## src/rtl/vga_stream_gen_pkg.sv

```systemverilog
// Shared definitions for the 26-bit VGA pixel stream: field positions, the
// packed word layout and the default 640x480@60 timing.
package vga_stream_gen_pkg;

  localparam int COORD_W  = 10;
  localparam int STREAM_W = 26;

  // Field positions inside the stream word, shared with every drawing stage.
  localparam int RGB_HI  = 25;
  localparam int RGB_LO  = 23;
  localparam int XC_HI   = 22;
  localparam int XC_LO   = 13;
  localparam int YC_HI   = 12;
  localparam int YC_LO   = 3;
  localparam int ACT_BIT = 2;
  localparam int HS_BIT  = 1;
  localparam int VS_BIT  = 0;
  localparam int VGA_HI  = 22;
  localparam int VGA_LO  = 0;

  localparam int DEF_H_ACTIVE = 640;
  localparam int DEF_H_FP     = 16;
  localparam int DEF_H_SYNC   = 96;
  localparam int DEF_H_BP     = 48;
  localparam int DEF_V_ACTIVE = 480;
  localparam int DEF_V_FP     = 10;
  localparam int DEF_V_SYNC   = 2;
  localparam int DEF_V_BP     = 33;

  typedef logic [COORD_W-1:0] coord_t;

  typedef struct packed {
    logic [2:0] rgb;
    coord_t     xc;
    coord_t     yc;
    logic       active;
    logic       hsync;
    logic       vsync;
  } stream_word_t;

endpackage

```

## src/rtl/vga_stream_gen_wrap_counter.sv

```systemverilog
// Modulo counter 0..MAX that advances when en is high; wrap flags the
// enabled cycle on which it returns to zero.
module wrap_counter
  import vga_stream_gen_pkg::*;
#(
  parameter int MAX = 799
) (
  input  logic               px_clk,
  input  logic               rst_n,
  input  logic               en,
  output logic [COORD_W-1:0] cnt,
  output logic               wrap
);

  localparam logic [COORD_W-1:0] MAX_C = COORD_W'(MAX);

  assign wrap = en && (cnt == MAX_C);

  // NOTE: state registers use non-blocking assignments so every flop samples
  // pre-edge values; blocking here would let h/v ordering leak into results.
  always_ff @(posedge px_clk or negedge rst_n) begin
    if (!rst_n) begin
      cnt <= '0;
    end else if (en) begin
      cnt <= wrap ? '0 : cnt + COORD_W'(1);
    end
  end

endmodule

```

## src/rtl/vga_stream_gen.sv

```systemverilog
// Head of the pixel stream: horizontal/vertical timing counters decoded into
// one registered stream word per px_clk, plus a frame-start pulse.
module vga_stream_gen
  import vga_stream_gen_pkg::*;
#(
  parameter int         H_ACTIVE = DEF_H_ACTIVE,
  parameter int         H_FP     = DEF_H_FP,
  parameter int         H_SYNC   = DEF_H_SYNC,
  parameter int         H_BP     = DEF_H_BP,
  parameter int         V_ACTIVE = DEF_V_ACTIVE,
  parameter int         V_FP     = DEF_V_FP,
  parameter int         V_SYNC   = DEF_V_SYNC,
  parameter int         V_BP     = DEF_V_BP,
  parameter logic       SYNC_POL = 1'b0,
  parameter logic [2:0] BG_COLOR = 3'b000
) (
  input  logic                px_clk,
  input  logic                rst_n,
  output logic [STREAM_W-1:0] strRGB_o,
  output logic                frame_o
);

  localparam int H_TOTAL = H_ACTIVE + H_FP + H_SYNC + H_BP;
  localparam int V_TOTAL = V_ACTIVE + V_FP + V_SYNC + V_BP;

  if (H_TOTAL > 1024 || V_TOTAL > 1024) begin : g_bad_timing
    $error("vga_stream_gen: H_TOTAL and V_TOTAL must not exceed 1024");
  end

  localparam coord_t H_ACT_END = COORD_W'(H_ACTIVE);
  localparam coord_t HS_START  = COORD_W'(H_ACTIVE + H_FP);
  localparam coord_t HS_END    = COORD_W'(H_ACTIVE + H_FP + H_SYNC);
  localparam coord_t V_ACT_END = COORD_W'(V_ACTIVE);
  localparam coord_t VS_START  = COORD_W'(V_ACTIVE + V_FP);
  localparam coord_t VS_END    = COORD_W'(V_ACTIVE + V_FP + V_SYNC);

  localparam stream_word_t RESET_WORD = '{
    rgb: 3'b000, xc: '0, yc: '0, active: 1'b0, hsync: ~SYNC_POL, vsync: ~SYNC_POL
  };

  coord_t       h_cnt;
  coord_t       v_cnt;
  logic         h_wrap;
  logic         v_wrap;
  stream_word_t nxt_word;
  logic         nxt_frame;
  stream_word_t str_q;
  logic         frame_q;

  wrap_counter #(.MAX(H_TOTAL - 1)) u_h_cnt (
    .px_clk (px_clk),
    .rst_n  (rst_n),
    .en     (1'b1),
    .cnt    (h_cnt),
    .wrap   (h_wrap)
  );

  wrap_counter #(.MAX(V_TOTAL - 1)) u_v_cnt (
    .px_clk (px_clk),
    .rst_n  (rst_n),
    .en     (h_wrap),
    .cnt    (v_cnt),
    .wrap   (v_wrap)
  );

  // NOTE: every field gets a default before the decode so no path through
  // this block can leave a signal unassigned and infer a latch.
  always_comb begin
    nxt_word        = RESET_WORD;
    nxt_word.xc     = h_cnt;
    nxt_word.yc     = v_cnt;
    nxt_word.active = (h_cnt < H_ACT_END) && (v_cnt < V_ACT_END);
    nxt_word.hsync  = (h_cnt >= HS_START && h_cnt < HS_END) ? SYNC_POL : ~SYNC_POL;
    nxt_word.vsync  = (v_cnt >= VS_START && v_cnt < VS_END) ? SYNC_POL : ~SYNC_POL;
    nxt_word.rgb    = nxt_word.active ? BG_COLOR : 3'b000;
    nxt_frame       = (h_cnt == '0) && (v_cnt == '0);
  end

  // NOTE: the output registers are reset so downstream stages see idle sync
  // levels, not X, the moment rst_n drops.
  always_ff @(posedge px_clk or negedge rst_n) begin
    if (!rst_n) begin
      str_q   <= RESET_WORD;
      frame_q <= 1'b0;
    end else begin
      str_q   <= nxt_word;
      frame_q <= nxt_frame;
    end
  end

  assign strRGB_o = str_q;
  assign frame_o  = frame_q;

  // End of the last line must bring both counters back to the origin.
  a_frame_wrap : assert property (@(posedge px_clk) disable iff (!rst_n)
    v_wrap |=> (h_cnt == '0 && v_cnt == '0));

endmodule

```

## config.mk

```make
export PLATFORM = sky130hd
export DESIGN_NAME = vga_stream_gen
export DESIGN_NICKNAME = d
export VERILOG_FILES = /design/src/rtl/vga_stream_gen_pkg.sv /design/src/rtl/vga_stream_gen_wrap_counter.sv /design/src/rtl/vga_stream_gen.sv
export SDC_FILE = /design/constraint.sdc
export NUM_CORES = 1
export LEC_CHECK = 0
export ABC_AREA = 1
export ABC_CLOCK_PERIOD_IN_PS = 3450
export BUFFER_PORTS_ARGS = -buffer_cell sky130_fd_sc_hd__buf_2
export CAP_MARGIN = 20
export CORE_MARGIN = 1.5
export CORE_UTILIZATION = 55
export DETAILED_ROUTE_END_ITERATION = 8
export GPL_TIMING_DRIVEN = 0
export PLACE_DENSITY = 0.79
export SKIP_CTS_REPAIR_TIMING = 1
export SLEW_MARGIN = 10
export SYNTH_ARGS = -nofsm -noshare
export SYNTH_HDL_FRONTEND = slang
export SYNTH_SLANG_ARGS = --single-unit
```

## constraint.sdc

```tcl
create_clock -name px_clk -period 3.45 [get_ports px_clk]
set_input_delay 0.1725 -clock px_clk [delete_from_list [all_inputs] [get_ports px_clk]]
set_output_delay 0.1725 -clock px_clk [all_outputs]
set_load 0.02 [all_outputs]
```

==> impl_results.md, run 1 <==
- Worst path slowest cell: dfrtp_1
- DRT Wirelength: 3097 um
- H-Tree Depth: 2
- Clock skew: 8.482 ps
- Buf/Inv on CP: 1
- Initial antenna violation count: 0
- Fin. max-slew vios: 0
- Internal Power: 711.5 uW
- Critical path class: reg -> reg
- Sequential power share: 59.1%
- Vias in the first global route: 1,212
- Syn-to-layout area delta: 15.61%
- Sink Count: 44
- Worst VDD drop: 0.0002435 V
- Placer Congestion: between 0.8 and 0.9
- Final Net Count: 238
- Number of detailed-route iterations in the first pass: 5
- Hpwl dp: 2261 um
- Final Hold Viols: 0
- Comb pwr share: 1.8%
- Wirelength per Cell: 11.10 um
- Share of cells above drive strength 1: roughly a fifth
- Data required time of the critical path: between 3000 and 4000 ps
- Final core utilization: between 60 and 70%
- Starting Density: 57.14%
- Total Routing Usage GR: a little under a fifth
- Mapped Area: 0.001892 mm2
- Max Clk Rate: 646.3 MHz
- Final ANT Viol Nets: 0
- Worst Slack Setup Final: 1903 ps
- Clock share of power: roughly 39%
- Number of diodes: 0
- Root buffer cell: clkbuf_4
- Fin area: about 0.0022 mm2
- Period utilization: 44.85%
- Fillers: 280
- # setup viols final: 0
- Reg area: 0.001104 mm2
- Critical-path cell list: ha_1, nand3_4, nor3_4, inv_2, nand2_1, nand2_1
- Worst rel slew slack: 40.16%
- Worst skew pair latency: 340 ps
- Met3 GRT Util: 6.092%
- RSZ-0062 raised after global routing: false
- CP Capture Type: register
- Tmin final: roughly 1500 ps
- DRC: 0
- Rows: 21
- Die footprint: 0.003801 mm2
- Tightest Pin Transition: ~900 ps
- Clock buffer depth: 2
- Max_cap viols: 0
- Vias: 1,355
- CP peak stage delay: 470 ps
- Data arrival time of the worst path: 1790 ps
- Largest net degree at the start of global routing: 45
- Core area: 0.003311 mm2
- Die X: around 62 um
- Busiest grt layer: met2
- Avg Inst Size Synth: 9.603 um2
- Max Fanout on Critical Path: 7
- CTS tree: done
- Initial DRC Count: 32
- Io pins: 29
- Routing usage on met1: 22.21%
- Congestion Overflow GR: 0
- Leak Pwr: between 1 and 1.5 nW
- P_sw: 161.4 uW
- GR Layer Usage met2: 32.33%
- Register area share after synthesis: between 50% and 60%
- Most common cell on crit path: nand2_1
- Post-Synthesis Cells: ~200
- Yosys warns: 0
- Hold Crit Class: reg -> reg
- Power per Cell Area: 399.1 mW/mm2
- Switching Share: 18.49%
- Die height: 61.65 um
- CTS clock-pin slew for the worst setup and hold paths: 120 ps
- Number of port buffers: 25
- Routed vias/inst: between 4 and 5
- Placement Setup Slack: 1905 ps
- Setup_tns: 0 ps
- Status: finished, final reports clean
- TritonCTS Buffers: 5
- Flops & latches, synth: 44
- Crit-path leading delay family: simple AND/OR/NAND/NOR gates
- Area occupied by multi-input gates: roughly 660 um2
- Startpoint Class: register
- Placed cell areas: 0.002082 mm2
- Unique cell type count in the Yosys netlist: 26
- First-pass GRT wire length: 5168 um
registers in the layout (all words and copies together) (netlist names):
register	cells
u_v_cnt.cnt	10
u_h_cnt.cnt	10
strRGB_o	23
frame_o	1
cells in the mapped netlist (all sizes together):
master  instances  area (um2)
a21oi           4       20.02
nor3            5       47.54
dfrtp          42        1051
conb            1       3.750
o31ai           1       7.510
xnor2           1       8.760
xor2            7       61.31
o21ai           4       20.02
nor4            3       18.77
nor2           30       127.6
nand3          15       92.59
nor4b           1       8.760
nand4           3       18.77
ha              4       50.05
dfstp           2       52.55
nand3b          2       15.01
nand2          38       147.6
inv            30       112.6
buf             4       27.52
placed cells by master (no fill, tap or decap), types with 2 or more instances in the layout:
cell / netlist / routed
a21oi_1: 4 / 4
xor2_1: 7 / 7
clkbuf_4: 0 / 5
o21ai_0: 4 / 4
nor2_4: 2 / 2
inv_1: 28 / 28
dfstp_2: 2 / 2
buf_2: 1 / 26
nand3_1: 13 / 13
dfrtp_1: 42 / 42
nor4_1: 3 / 3
ha_1: 4 / 4
inv_2: 2 / 2
clkbuf_8: 0 / 2
nand2_1: 36 / 36
buf_4: 3 / 3
nand3b_1: 2 / 2
nor2_1: 28 / 28
nor3_1: 3 / 3
nand4_1: 3 / 3
nor3_4: 2 / 2
nand2_2: 2 / 2
conb_1: 1 / 3
layout make-up:
| type | count | share of cell area, % |
|---|---|---|
| multi-input combinational | 121 | 29.98 |
| inverter | 30 | 5.149 |
| tap | 46 | 2.632 |
| clock inverter | 1 | 1.373 |
| sequential | 44 | 50.46 |
| buffer | 4 | 1.259 |
| timing repair buffer | 26 | 6.179 |
| clock buffer | 7 | 2.975 |
layer usage:
metal / wire [um] / share of wire [%]
met1: 1321 / 43
met5: 0 / 0
met4: 74 / 2.4
met2: 1587 / 51
met3: 114 / 3.7
power groups by stage:
stage	Clock, mW	Sequential (mW)	Combinational (mW)
detailed placement	0	0.526	0.0156
global route	0.373	0.516	0.0185
finish	0.342	0.516	0.0156
global placement	0	0.526	0.0155
floorplan	0	0.526	0.00544
CTS	0.353	0.516	0.0156
worst paths after layout:
check	start	end	slack [ps]	depth (start not counted)
hold / removal	u_v_cnt.cnt[2]$_DFFE_PN0N_	strRGB_o[5]$_DFF_PN0_	390	0
hold reg to reg	u_v_cnt.cnt[2]$_DFFE_PN0N_	strRGB_o[5]$_DFF_PN0_	390	0
setup reg to reg	u_h_cnt.cnt[0]$_DFF_PN0_	u_v_cnt.cnt[4]$_DFFE_PN0N_	1900	6
setup / recovery	u_h_cnt.cnt[0]$_DFF_PN0_	u_v_cnt.cnt[4]$_DFFE_PN0N_	1900	6
max in group asynchronous	rst_n	strRGB_o[2]$_DFF_PN0_	2410	2
min in group asynchronous	rst_n	strRGB_o[15]$_DFF_PN0_	480	2
through the flow:
stage / hold WS (ps) / power, mW / instances
after floorplan: -123.1 / 0.5311 / 199
after global placement: 350.0 / 0.5410 / 270
after detailed placement: 354.5 / 0.5411 / 270
after CTS: -39.24 / 0.8847 / 278
after global routing: 411.0 / 0.9079 / 279
final: 390.8 / 0.8729 / 279
kinds of logic after synthesis:
kind of cell / after synthesis / synth area share [%]
AND/OR/NAND/NOR: 97 / 25.20
XOR/XNOR: 8 / 3.704
adder cells (fa/ha/maj): 4 / 2.646
flip-flops: 44 / 58.33
AO/OA/AOI/OAI: 9 / 2.513
other: 1 / 0.1982
buffers and inverters: 34 / 7.407
No activity file was read; power rests on OpenSTA's default activity.
==> run 2, diff against run 1 <==
Settings changed: ABC_CLOCK_PERIOD_IN_PS 3450 to 1500.
Clock period 3.45 ns to 1.5 ns, I/O delays scaled along.
==> impl_results.md, run 2 (synthesis results as in run 1) <==
- Max_cap viols: 0 (unchanged)
- Rows: 21 (unchanged)
- Worst rel slew slack: 41.23% (was 40.16%)
- Initial antenna violation count: 0 (unchanged)
- Number of port buffers: 25 (unchanged)
- Hold Crit Class: in -> async (was reg -> reg)
- Max Clk Rate: 710.8 MHz (was 646.3 MHz)
- Final Net Count: 242 (was 238)
- Max FFs per register: 23 (unchanged)
- Fin. max-slew vios: 0 (unchanged)
- CTS clock-pin slew for the worst setup and hold paths: 120 ps (about the same)
- Die height: 61.65 um (unchanged)
- Number of detailed-route iterations in the first pass: 5 (unchanged)
- Final Hold Viols: 0 (unchanged)
- Wirelength per Cell: 11.41 um (was 11.10 um)
- Fillers: 279 (was 280)
- Startpoint Class: register (unchanged)
- CTS tree: done (unchanged)
- Clock skew: 9.834 ps (was 8.482 ps)
- Number of diodes: 0 (unchanged)
- Fin area: 0.002242 mm2 (was 0.002187 mm2)
- Congestion Overflow GR: 0 (unchanged)
- First-pass GRT wire length: 5168 um (unchanged)
- Most common cell after layout, fill and taps aside: dfrtp_1 (unchanged)
- Data required time of the critical path: 1730 ps (was 3700 ps)
- Max Fanout on Critical Path: 4 (was 7)
- Initial DRC Count: 29 (was 32)
- Largest net degree at the start of global routing: 45 (unchanged)
- Share of cells above drive strength 1: 27.85% (was 21.03%)
- Final core utilization: 67.72% (was 66.06%)
- Sequential power share: 59.1% (about the same)
- Worst VDD drop: 0.0005627 V (was 0.0002435 V)
- Internal Power: 1.636 mW (was 711.5 uW)
- Worst skew pair latency: 340 ps (about the same)
- Comb pwr share: 1.8% (about the same)
- Tmin final: 1407 ps (was 1547 ps)
- Final ANT Viol Nets: 0 (unchanged)
- Switching Share: 18.39% (was 18.49%)
- # setup viols final: 0 (unchanged)
- Clock share of power: 39.1% (about the same)
- Setup_tns: 0 ps (unchanged)
- Total Routing Usage GR: 19.17% (unchanged)
- Vias: 1,399 (was 1,355)
- Commonest non-fill, non-tap cells in the layout: 38 x dfrtp_1, 36 x nand2_1, 26 x inv_1, 26 x buf_2, 24 x nor2_1 (was 42 x dfrtp_1, 36 x nand2_1, 28 x inv_1, 28 x nor2_1, 26 x buf_2)
- Core area: 0.003311 mm2 (unchanged)
- DRT Wirelength: 3229 um (was 3097 um)
- Vias in the first global route: 1,212 (unchanged)
- Status: finished, final reports clean (unchanged)
- CP Capture Type: register (unchanged)
- TritonCTS Buffers: 5 (unchanged)
- Leak Pwr: 1.202 nW (was 1.187 nW)
- Reg2reg path depth: 7 (was 6)
- Starting Density: 57.14% (unchanged)
- P_sw: 368.7 uW (was 161.4 uW)
- Die X: 61.65 um (unchanged)
- WHS: 375.4 ps (was 390.8 ps)
- H-Tree Depth: 2 (unchanged)
- Io pins: 29 (unchanged)
- Tightest Pin Transition: 881.5 ps (was 897.6 ps)
- Root buffer cell: clkbuf_4 (unchanged)
- Syn-to-layout area delta: 18.52% (was 15.61%)
- Die footprint: 0.003801 mm2 (unchanged)
- Critical path class: reg -> reg (unchanged)
- Period utilization: 93.79% (was 44.85%)
- Hpwl dp: 2261 um (unchanged)
- Clock buffer depth: 2 (unchanged)
- Placer Congestion: 0.8512 (unchanged)
- DRC: 0 (unchanged)
- Power per Cell Area: 894.3 mW/mm2 (was 399.1 mW/mm2)
- Routed vias/inst: 4.943 (was 4.857)
- Placed cell areas: 0.002082 mm2 (unchanged)
- Data arrival time of the worst path: 1640 ps (was 1790 ps)
- Sink Count: 44 (unchanged)
run 2: cell types whose count changed in the layout (fill, tap and decap cells not counted), sizes merged:
cell  before  now
buf       29   33
run 2: cell type report:
cell class / instances / area, um2 / share of cell area [%]
well taps: 46 / 57.56 / 2.567
multi-input cells: 121 / 675.6 / 30.13
inverters: 30 / 112.6 / 5.022
clock inverters: 1 / 30.03 / 1.339
plain buffers: 4 / 27.53 / 1.228
clock buffers: 7 / 65.06 / 2.902
repair buffers: 30 / 165.2 / 7.366
flip-flops and latches: 44 / 1109 / 49.44
run 2: power by group through the flow:
stage / clock network (mW) / logic [mW] / registers, mW
2_1_floorplan: 0 / 0.0125 / 1.21
3_3_place_gp: 0 / 0.0356 / 1.21
3_5_place_dp: 0 / 0.0358 / 1.21
4_1_cts: 0.813 / 0.0359 / 1.19
5_1_grt: 0.859 / 0.0426 / 1.19
6_report: 0.784 / 0.0354 / 1.19
run 2: through the flow:
stage               worst slack (ps)  power, mW  std cells
detailed placement            -45.30      1.245        270
CTS                           -57.17      2.035        278
floorplan                      155.1      1.222        199
finish                         93.10      2.005        283
global placement              -20.12      1.244        270
global route                  -27.71      2.088        283
run 2: path summary, 6_finish.rpt:
| path | startpoint | to | slack [ps] |
|---|---|---|---|
| setup / recovery | u_v_cnt.cnt[0]$_DFFE_PN0N_ | u_v_cnt.cnt[6]$_DFFE_PN0N_ | 90 |
| hold / removal | rst_n | strRGB_o[15]$_DFF_PN0_ | 380 |
| setup reg to reg | u_v_cnt.cnt[0]$_DFFE_PN0N_ | u_v_cnt.cnt[6]$_DFFE_PN0N_ | 90 |
| hold reg to reg | u_v_cnt.cnt[2]$_DFFE_PN0N_ | strRGB_o[5]$_DFF_PN0_ | 390 |
| max in group asynchronous | rst_n | u_v_cnt.cnt[1]$_DFFE_PN0N_ | 530 |
| min in group px_clk | u_v_cnt.cnt[2]$_DFFE_PN0N_ | strRGB_o[5]$_DFF_PN0_ | 390 |
run 2: worst max-delay path, cell delays in order, from the launching register on:
cell     delay, ps
dfrtp_1        440
ha_2           220
inv_1           50
nor2_1         130
nand2_1        120
inv_1           80
nand3_1         80
xor2_1         160
run 2: routing by layer:
metal | part of all wire [%] | wire (um) | up-vias | global-route usage (%)
met5 | 0 | 0 | - | 0
li1 | - | - | 686 | -
met3 | 5.6 | 180 | 4 | 6.092
met2 | 53 | 1699 | 39 | 32.33
met4 | 1.1 | 36 | 0 | 8.815
met1 | 41 | 1312 | 670 | 22.21
